<file path="config.mk">
export PLATFORM = sky130hd
export DESIGN_NAME = sal_bk_ctrl
export DESIGN_NICKNAME = d
export VERILOG_FILES = /design/src/rtl/sal_bk_ctrl_pkg.sv /design/src/rtl/sal_bk_ctrl_timing_cntr.sv /design/src/rtl/sal_bk_ctrl.sv
export SDC_FILE = /design/constraint.sdc
export NUM_CORES = 1
export LEC_CHECK = 0
export CORE_UTILIZATION = 44
export DETAILED_ROUTE_END_ITERATION = 6
export PLACE_DENSITY_LB_ADDON = 0.08
export SLEW_MARGIN = 20
export SYNTH_ARGS = -nofsm -noshare
export SYNTH_HDL_FRONTEND = slang
export SYNTH_HIERARCHICAL = 1
export SYNTH_SLANG_ARGS = --single-unit
export TNS_END_PERCENT = 20
</file>
<file path="constraint.sdc">
create_clock -name clk -period 3.1 [get_ports clk]
set_input_delay 0.775 -clock clk [delete_from_list [all_inputs] [get_ports clk]]
set_output_delay 0.775 -clock clk [all_outputs]
set_load 0.05 [all_outputs]
</file>
<file path="src/rtl/sal_bk_ctrl_pkg.sv">
// Shared types and default widths for the per-bank DRAM controller.
package sal_bk_ctrl_pkg;

  localparam int unsigned RaWDef   = 16;
  localparam int unsigned CaWDef   = 10;
  localparam int unsigned IdWDef   = 4;
  localparam int unsigned LenWDef  = 4;
  localparam int unsigned SeqWDef  = 8;
  localparam int unsigned CntrWDef = 8;

  typedef logic [SeqWDef-1:0] seq_num_t;

  typedef enum logic [2:0] {
    StClosed,
    StActivating,
    StOpen,
    StPrecharging,
    StRefreshing
  } bank_state_e;

endpackage

</file>
<file path="src/rtl/sal_bk_ctrl_timing_cntr.sv">
// Intra-bank timing counter: loads on grant, counts down, saturates at zero.
module sal_bk_ctrl_timing_cntr #(
  parameter int unsigned W = 8
) (
  input  logic         clk,
  input  logic         rst_n,
  input  logic         load,
  input  logic [W-1:0] load_val,
  output logic [W-1:0] cnt
);

  logic [W-1:0] cnt_q;

  always_ff @(posedge clk) begin
    if (!rst_n) begin
      cnt_q <= '0;
    end else if (load) begin
      cnt_q <= load_val;
    end else if (cnt_q != '0) begin
      cnt_q <= cnt_q - 1'b1;
    end
  end

  assign cnt = cnt_q;

endmodule

</file>
<file path="src/rtl/sal_bk_ctrl.sv">
// Single-bank controller: one pending access, row state tracking and
// intra-bank timing gates for ACT/RD/WR/PRE/REF requests.
module sal_bk_ctrl
  import sal_bk_ctrl_pkg::*;
#(
  parameter int unsigned RA_W   = RaWDef,
  parameter int unsigned CA_W   = CaWDef,
  parameter int unsigned ID_W   = IdWDef,
  parameter int unsigned LEN_W  = LenWDef,
  parameter int unsigned SEQ_W  = SeqWDef,
  parameter int unsigned CNTR_W = CntrWDef
) (
  input  logic              clk,
  input  logic              rst_n,
  input  logic [CNTR_W-1:0] t_rcd_m1,
  input  logic [CNTR_W-1:0] t_rp_m1,
  input  logic [CNTR_W-1:0] t_ras_m1,
  input  logic [CNTR_W-1:0] t_rtp_m1,
  input  logic [CNTR_W-1:0] t_wtp_m1,
  input  logic [CNTR_W-1:0] t_rfc_m1,
  input  logic              req_valid_i,
  output logic              req_ready_o,
  input  logic              req_wr_i,
  input  logic [RA_W-1:0]   req_ra_i,
  input  logic [CA_W-1:0]   req_ca_i,
  input  logic [ID_W-1:0]   req_id_i,
  input  logic [LEN_W-1:0]  req_len_i,
  input  logic [SEQ_W-1:0]  req_seq_i,
  input  logic              ref_req_i,
  output logic              ref_ack_o,
  output logic              act_req_o,
  output logic              rd_req_o,
  output logic              wr_req_o,
  output logic              pre_req_o,
  output logic              ref_req_o,
  output logic [RA_W-1:0]   ra_o,
  output logic [CA_W-1:0]   ca_o,
  output logic [ID_W-1:0]   id_o,
  output logic [LEN_W-1:0]  len_o,
  output logic [SEQ_W-1:0]  seq_o,
  input  logic              act_gnt_i,
  input  logic              rd_gnt_i,
  input  logic              wr_gnt_i,
  input  logic              pre_gnt_i,
  input  logic              ref_gnt_i
);

  bank_state_e state_q, state_d;

  logic              pend_valid_q;
  logic              pend_wr_q;
  logic [RA_W-1:0]   pend_ra_q;
  logic [CA_W-1:0]   pend_ca_q;
  logic [ID_W-1:0]   pend_id_q;
  logic [LEN_W-1:0]  pend_len_q;
  logic [SEQ_W-1:0]  pend_seq_q;
  logic [RA_W-1:0]   open_row_q;

  logic act_fire, rd_fire, wr_fire, pre_fire, ref_fire, accept;
  logic row_miss, pre_ok;
  logic [CNTR_W-1:0] rcd_cnt, rp_cnt, ras_cnt, rtp_cnt, wtp_cnt, rfc_cnt;
  logic rcd_last, rp_last, rfc_last;

  // Grants are qualified by our own request so stray grants have no effect.
  assign act_fire = act_req_o & act_gnt_i;
  assign rd_fire  = rd_req_o & rd_gnt_i;
  assign wr_fire  = wr_req_o & wr_gnt_i;
  assign pre_fire = pre_req_o & pre_gnt_i;
  assign ref_fire = ref_req_o & ref_gnt_i;

  assign req_ready_o = ~pend_valid_q | rd_fire | wr_fire;
  assign accept      = req_valid_i & req_ready_o;
  assign ref_ack_o   = ref_fire;

  // Waiting states leave one cycle early so the follow-on command lands at t+X.
  assign rcd_last = (rcd_cnt[CNTR_W-1:1] == '0);
  assign rp_last  = (rp_cnt[CNTR_W-1:1] == '0);
  assign rfc_last = (rfc_cnt[CNTR_W-1:1] == '0);

  assign row_miss = pend_valid_q & (pend_ra_q != open_row_q);
  assign pre_ok   = (ras_cnt == '0) & (rtp_cnt == '0) & (wtp_cnt == '0);

  sal_bk_ctrl_timing_cntr #(.W(CNTR_W)) u_rcd (
    .clk(clk), .rst_n(rst_n), .load(act_fire), .load_val(t_rcd_m1), .cnt(rcd_cnt)
  );
  sal_bk_ctrl_timing_cntr #(.W(CNTR_W)) u_rp (
    .clk(clk), .rst_n(rst_n), .load(pre_fire), .load_val(t_rp_m1), .cnt(rp_cnt)
  );
  sal_bk_ctrl_timing_cntr #(.W(CNTR_W)) u_ras (
    .clk(clk), .rst_n(rst_n), .load(act_fire), .load_val(t_ras_m1), .cnt(ras_cnt)
  );
  sal_bk_ctrl_timing_cntr #(.W(CNTR_W)) u_rtp (
    .clk(clk), .rst_n(rst_n), .load(rd_fire), .load_val(t_rtp_m1), .cnt(rtp_cnt)
  );
  sal_bk_ctrl_timing_cntr #(.W(CNTR_W)) u_wtp (
    .clk(clk), .rst_n(rst_n), .load(wr_fire), .load_val(t_wtp_m1), .cnt(wtp_cnt)
  );
  sal_bk_ctrl_timing_cntr #(.W(CNTR_W)) u_rfc (
    .clk(clk), .rst_n(rst_n), .load(ref_fire), .load_val(t_rfc_m1), .cnt(rfc_cnt)
  );

  always_comb begin
    state_d   = state_q;
    act_req_o = 1'b0;
    rd_req_o  = 1'b0;
    wr_req_o  = 1'b0;
    pre_req_o = 1'b0;
    ref_req_o = 1'b0;
    unique case (state_q)
      StClosed: begin
        if (ref_req_i) begin
          ref_req_o = 1'b1;
          if (ref_gnt_i && t_rfc_m1 != '0) state_d = StRefreshing;
        end else if (pend_valid_q) begin
          act_req_o = 1'b1;
          if (act_gnt_i) state_d = (t_rcd_m1 == '0) ? StOpen : StActivating;
        end
      end
      StActivating: if (rcd_last) state_d = StOpen;
      StOpen: begin
        if (ref_req_i || row_miss) begin
          pre_req_o = pre_ok;
          if (pre_ok && pre_gnt_i) state_d = (t_rp_m1 == '0) ? StClosed : StPrecharging;
        end else if (pend_valid_q) begin
          rd_req_o = ~pend_wr_q;
          wr_req_o = pend_wr_q;
        end
      end
      StPrecharging: if (rp_last) state_d = StClosed;
      StRefreshing:  if (rfc_last) state_d = StClosed;
      default:       state_d = StClosed;
    endcase
  end

  always_ff @(posedge clk) begin
    if (!rst_n) begin
      state_q    <= StClosed;
      open_row_q <= '0;
    end else begin
      state_q <= state_d;
      if (act_fire) open_row_q <= pend_ra_q;
    end
  end

  always_ff @(posedge clk) begin
    if (!rst_n) begin
      pend_valid_q <= 1'b0;
      pend_wr_q    <= 1'b0;
      pend_ra_q    <= '0;
      pend_ca_q    <= '0;
      pend_id_q    <= '0;
      pend_len_q   <= '0;
      pend_seq_q   <= '0;
    end else if (accept) begin
      pend_valid_q <= 1'b1;
      pend_wr_q    <= req_wr_i;
      pend_ra_q    <= req_ra_i;
      pend_ca_q    <= req_ca_i;
      pend_id_q    <= req_id_i;
      pend_len_q   <= req_len_i;
      pend_seq_q   <= req_seq_i;
    end else if (rd_fire || wr_fire) begin
      pend_valid_q <= 1'b0;
    end
  end

  assign ra_o  = pend_ra_q;
  assign ca_o  = pend_ca_q;
  assign id_o  = pend_id_q;
  assign len_o = pend_len_q;
  assign seq_o = pend_seq_q;

endmodule

</file>
**Word-level counts from Yosys, hierarchy flattened**

Index checks and enable logic that the tools add are counted.

- Bits in registers: 111
- Input bits: 100
- Output and inout bits: 49

- Add/sub/neg operators: 6
- Mux-type cells: 39
- Bitwise gates (word level): 13
- Reductions and logical operators: 28
- Equal/unequal tests: 13

Operators with widths:

| operator | count |
|---|---|
| 8-bit 2-to-1 mux | 12 |
| 8-bit nonzero test | 7 |
| 8-bit by 1-bit subtractor with 8-bit output, second input constant | 6 |
| 8-bit zero test | 5 |
| 3-bit 2-to-1 mux | 9 |
| 7-bit zero test | 3 |
| 16-bit inequality test | 1 |
| 1-bit 2-to-1 mux | 15 |
| 3-bit one-hot mux with 5 select lines | 1 |
| 2-bit nonzero test | 7 |
| 2-bit inequality test, second input constant | 5 |
| 1-bit AND | 9 |
| 3-bit inequality test, second input constant | 3 |
| 8-bit AND reduction | 1 |
| 3-bit by 2-bit equality test with 1-bit output, second input constant | 2 |
| 2-bit 2-to-1 mux | 2 |
| 3-bit by 1-bit equality test with 1-bit output, second input constant | 1 |
| 3-bit equality test, second input constant | 1 |
| 3-bit zero test | 1 |
| 1-bit logical AND | 2 |
| 1-bit logical OR | 2 |
| 1-bit inverter | 2 |
| 1-bit OR | 2 |

**Logic depth before layout (Yosys ltp)**

Gate-level depths: netlist of the first run.

- Word-level depth: 10
- Mapped depth: 9

**Modules after synthesis**

The synthesis of the first run kept the hierarchy.

Modules (own cells, without submodules):

| module | cells each | area an instance (µm²) | times used |
|---|---|---|---|
| sal_bk_ctrl | 355 | 3,056.7 | 1 |
| sal_bk_ctrl_timing_cntr (u_ras ...) | 56 | 474.2 | 5 |
| sal_bk_ctrl_timing_cntr (u_rfc) | 59 | 510.5 | 1 |

**Worst setup path before layout of the first run**

No wires, ideal clock.

- Path kind: register -> register
- Start point: register pend_ra_q[10] (netlist: ra_o[10])
- End point: register u_rtp.cnt_q[7] (netlist: u_rtp/cnt[7])
- Required time: 2.969 ns
- Library setup time: 0.131 ns
- Arrival: 3.428 ns
- Cell stages (with the launch flop): 10
- Buffers on the path: 1
- Path slack: -0.459 ns
- Clock period less this slack: 3.559 ns
- Cells stage by stage: dfxtp_1 -> xor2_1 -> nor4_1 -> nand4_1 -> nor3_1 -> and2_1 -> clkbuf_1 -> inv_1 -> o221ai_1 -> a31oi_1

- Word-level cells in the longest chain between the ends: 7
- Elaborated cells between the ends (all ways): 8
- Those cells by class: 1 x eq/ne; 3 x mux; 2 x bitwise; 2 x reduce/logical

RTL lines:

| what | line | RTL |
|---|---|---|
| from (decl) | sal_bk_ctrl.sv:52 | `logic [RA_W-1:0] pend_ra_q;` |
| from (signal assigned) | sal_bk_ctrl.sv:157 | `pend_ra_q <= req_ra_i;` |
| 16-bit inequality test (*) | sal_bk_ctrl.sv:80 | `assign row_miss = pend_valid_q & (pend_ra_q != open_row_q);` |
| 1-bit AND (*) | sal_bk_ctrl.sv:80 |  |
| 1-bit logical OR (*) | sal_bk_ctrl.sv:121 | `if (ref_req_i \|\| row_miss) begin` |
| 1-bit 2-to-1 mux (*) | sal_bk_ctrl.sv:121 |  |
| 1-bit 2-to-1 mux (*) | sal_bk_ctrl.sv:109 | `unique case (state_q)` |
| via rd_req_o | sal_bk_ctrl.sv:32 | `output logic rd_req_o,` |
| 1-bit AND (*) | sal_bk_ctrl.sv:66 | `assign rd_fire = rd_req_o & rd_gnt_i;` |
| via rd_fire | sal_bk_ctrl.sv:59 | `logic act_fire, rd_fire, wr_fire, pre_fire, ref_fire, accept;` |
| 8-bit 2-to-1 mux or 2-bit nonzero test (tied branches) | - |  |
| to (signal assigned) | sal_bk_ctrl_timing_cntr.sv:18 | `cnt_q <= load_val;` |
| to (signal assigned) | sal_bk_ctrl_timing_cntr.sv:20 | `cnt_q <= cnt_q - 1'b1;` |
| to (decl) | sal_bk_ctrl_timing_cntr.sv:12 | `logic [W-1:0] cnt_q;` |

The timed path passes the listed nets; every way through them passes the cells marked *.
A chain may end at the register's enable or synchronous reset.

**Worst setup path in the final report of the first run**

- Start point: register pend_ra_q[12] (netlist: ra_o[12])
- End point: output req_ready_o

- Word-level cells in the longest chain between the ends: 8
- Elaborated cells between the ends (all ways): 11
- Those cells by class: 1 x eq/ne; 4 x mux; 5 x bitwise; 1 x reduce/logical

RTL lines:

| what | line | RTL |
|---|---|---|
| 16-bit inequality test (*) | sal_bk_ctrl.sv:80 |  |
| 1-bit AND (*) | sal_bk_ctrl.sv:80 |  |
| 1-bit logical OR (*) | sal_bk_ctrl.sv:121 |  |
| 1-bit 2-to-1 mux | sal_bk_ctrl.sv:121 |  |
| 1-bit 2-to-1 mux | sal_bk_ctrl.sv:109 |  |
| 1-bit AND | sal_bk_ctrl.sv:66 |  |
| 1-bit OR | sal_bk_ctrl.sv:71 | `assign req_ready_o = ~pend_valid_q \| rd_fire \| wr_fire;` |
| 1-bit OR (*) | sal_bk_ctrl.sv:71 |  |
| to (decl) | sal_bk_ctrl.sv:22 | `output logic req_ready_o,` |

Mark *: on every way between the ends. The rest lies on a longest branch, timed or not.

==> qor.yml, run 1 <==
synth:
  synth-edff-count: 0
  syn_area_per_cell_sq_um: 8.56
  ys.flop_type: "dfxtp_1"
  yosysWarningCount: 6
  syn_area_sq_um: 5940
  yosysSeqAreaShare_pct: 37.4
  syn_inst: 694
  synthesis.nets: 806
  synth_cell_types: 59
  ys_ff_latch: 111
  ys_async_sr_fraction_pct: 0
cts:
  cts_hold_buf: 0
  clkLatencyLatePin_ps: 350
  cts_tree: "yes"
  cts_buffer_depth: 2
  clock-sinks: 111
  clkTransAtPathRegs_ps: 70
  root_buffer: "clkbuf_16"
  cts_buffers: 9
  cts_setup_buffers: 0
  cts-htree-levels: 3
critical_path:
  worstPathArrival_ps: 2190
  critPathMaxFanout: 5
  worstSetupEndpointType: "primary output"
  crit_required_ps: 2320
  startpoint_type: "register"
  cp_cell_sequence: "xor2_1 > nor4_2 > nand4_1 > buf_4 > o31ai_4 > buf_12"
  crit_type: "reg2out"
  cpMaxStageDelayCell: "nor4_2"
  cpPeakStageDelay_ps: 360
timing:
  finalHoldViolations: 0
  skew_ps: 4.96
  slew_headroom_pct: 58.7
  rsz0062_at_grt: "no"
  clock.fmax_mhz: 337
  slew_violations: 0
  setup_viol: 0
  fin_tns_setup_ps: 0
  finalCritPeriodShare_pct: 95.7
  period_needed_ps: 2970
  worstMarginPinSlew_ps: 620
detailed_routing:
  first_pass_iters: 5
  drc_errors: 0
  num_vias: 5545
  wl_um: 15200
  vias_per_cell: 5.45
  drtIter0Drc: 364
  postRouteAntennaNets: 0
  wl_per_cell_um: 14.9
layout:
  stdcell_area_sq_um: 7980
  fill_cells: 1170
  layout_commonest_cell: "nand2_1"
  final_cell_mix: "154 x nand2_1, 140 x clkdlybuf4s50_1, 111 x dfxtp_1"
  drive_gt1_share_pct: 7.60
  area_delta_synth_final_pct: 34.4
  n_antenna_cell: 0
  final-seq-area_sq_um: 2220
  multiInputGateArea_sq_um: 3450
  finalNetCount: 950
outcome:
  status: "finished clean"
placed_design:
  dpl.hpwl_um: 11100
  gp_congestion: 0.845
  placed_area_sq_um: 7670
  portBuffers: 148
floorplanning:
  coreArea_sq_um: 13200
  dieArea_sq_um: 14000
  dieWidth_um: 118
  die_h_um: 118
  initial_utilization_pct: 45.0
  fp-row-count: 42
  io_pins: 149
global_route:
  grt_use_total_pct: 21.3
  gr-total-overflow: 0
  antenna_found_initial: 0
  grt_pass1_wl_um: 24400
  grt_pass1_vias: 5158
  grt_max_degree: 74
power_and_ir_drop:
  power_density_nw_per_um2: 768
  vdd_ir_drop_max_uv: 482
  p_leak_nw: 3.12
run:
  drv_cap: 0
min_path:
  min_path_type: "reg2reg"
==> metrics by stage <==
step / power [mW] / util, % / hold slack, ps / cells / setup slack [ps]
after detailed placement: 4.95 / 58.1 / 450 / 1003 / 74.1
final: 6.13 / 60.5 / 457 / 1018 / 134
after floorplan: 4.19 / - / 455 / 694 / 69.2
after global placement: 4.82 / 58.1 / 441 / 1003 / 145
after CTS: 6.14 / 60.4 / 462 / 1018 / 50.5
after global routing: 6.54 / 60.5 / 475 / 1018 / 21.4
==> critical path: cells and delay by family (launching register included) <==
kind	cells	cell delay, ps
AND/OR/NAND/NOR	2	580
buffers and inverters	2	420
flip-flops	1	350
AO/OA/AOI/OAI	1	330
XOR/XNOR	1	180
==> routing by layer <==
layer  up-vias  GRT usage (%)  share of wire [%]
li1       2783              -                  -
met1      2621           27.2                 46
met2       125           36.1                 48
met3        16           4.10                4.0
met4         0           6.97                1.5
met5         -              0                  0
==> cells by family (layout without fill, tap and decap cells) <==
group,count (synthesis),count (layout),share of synthesized area (%)
and+or+nand+nor,297,297,25.2
AOI/OAI and AO/OA,132,132,16.2
DFF,111,111,37.4
buffers and inverters,58,206,5.08
muxes,56,56,9.44
xor gates and xnor gates,28,28,4.13
adders and majority gates,12,12,2.53
==> final cells by class <==
class | instances | area share (%)
well taps | 176 | 2.76
inverters | 26 | 1.22
repair buffers | 165 | 21.2
clock buffers | 9 | 2.82
clock inverters | 6 | 0.894
multi-input cells | 525 | 43.3
flip-flops and latches | 111 | 27.9
==> path summary, 6_finish.rpt <==
path | start | to | slack (ps) | cells past startpoint
worst max-delay path | ra_o[12]$_SDFFE_PN0P_ | req_ready_o | 130 | 6
worst min-delay path | id_o[3]$_SDFFE_PN0P_ | id_o[3]$_SDFFE_PN0P_ | 460 | 2
worst max register to register | ra_o[12]$_SDFFE_PN0P_ | u_rp/cnt[0]$_SDFFE_PN0P_ | 340 | 8
worst min register to register | id_o[3]$_SDFFE_PN0P_ | id_o[3]$_SDFFE_PN0P_ | 460 | 2
==> power breakdown <==
| group | total (mW) | switching, mW | internal, mW |
|---|---|---|---|
| Sequential | 2.19 | 0.438 | 1.76 |
| Combinational | 2.77 | 1.43 | 1.34 |
| Clock | 1.16 | 0.535 | 0.630 |
==> cells in the mapped netlist (all sizes together) (7+ instances only) <==
library cell  instances  share of area (%)
or3                  12                1.4
o21ai                27                2.5
nor2                 22                1.4
a21oi                15                1.3
buf                   7                1.7
or4                   8                1.1
dfxtp               111                 37
ha                   12                2.5
a21boi               19                2.4
mux2i                56                9.4
nand2b                7               0.78
nor4                 25                2.6
nor3                 17                1.5
a311oi               11                1.6
nor2b                13                1.4
nor4b                 7                1.0
nand2               154                9.7
a211oi                9                1.1
xor2                 22                3.2
clkbuf               25                1.7
inv                  25                1.6
a31oi                13                1.4
==> repair_timing <==
item                       4_1_cts  5_1_grt
resized for setup                1        1
setup endpoints to repair        1        1
cloned                           0        0
No activity file was read; power rests on OpenSTA's default activity.
==> run 2, diff against run 1 <==
Settings changed: SLEW_MARGIN 20 to 40.
==> results of run 2 <==
Same layout as run 1: the final DEF is identical, and so are final timing and power.
==> run 3, diff against run 2 <==
Settings changed: CAP_MARGIN set to 30.
==> results of run 3 <==
Same layout as run 1: the final DEF is identical, and so are final timing and power.
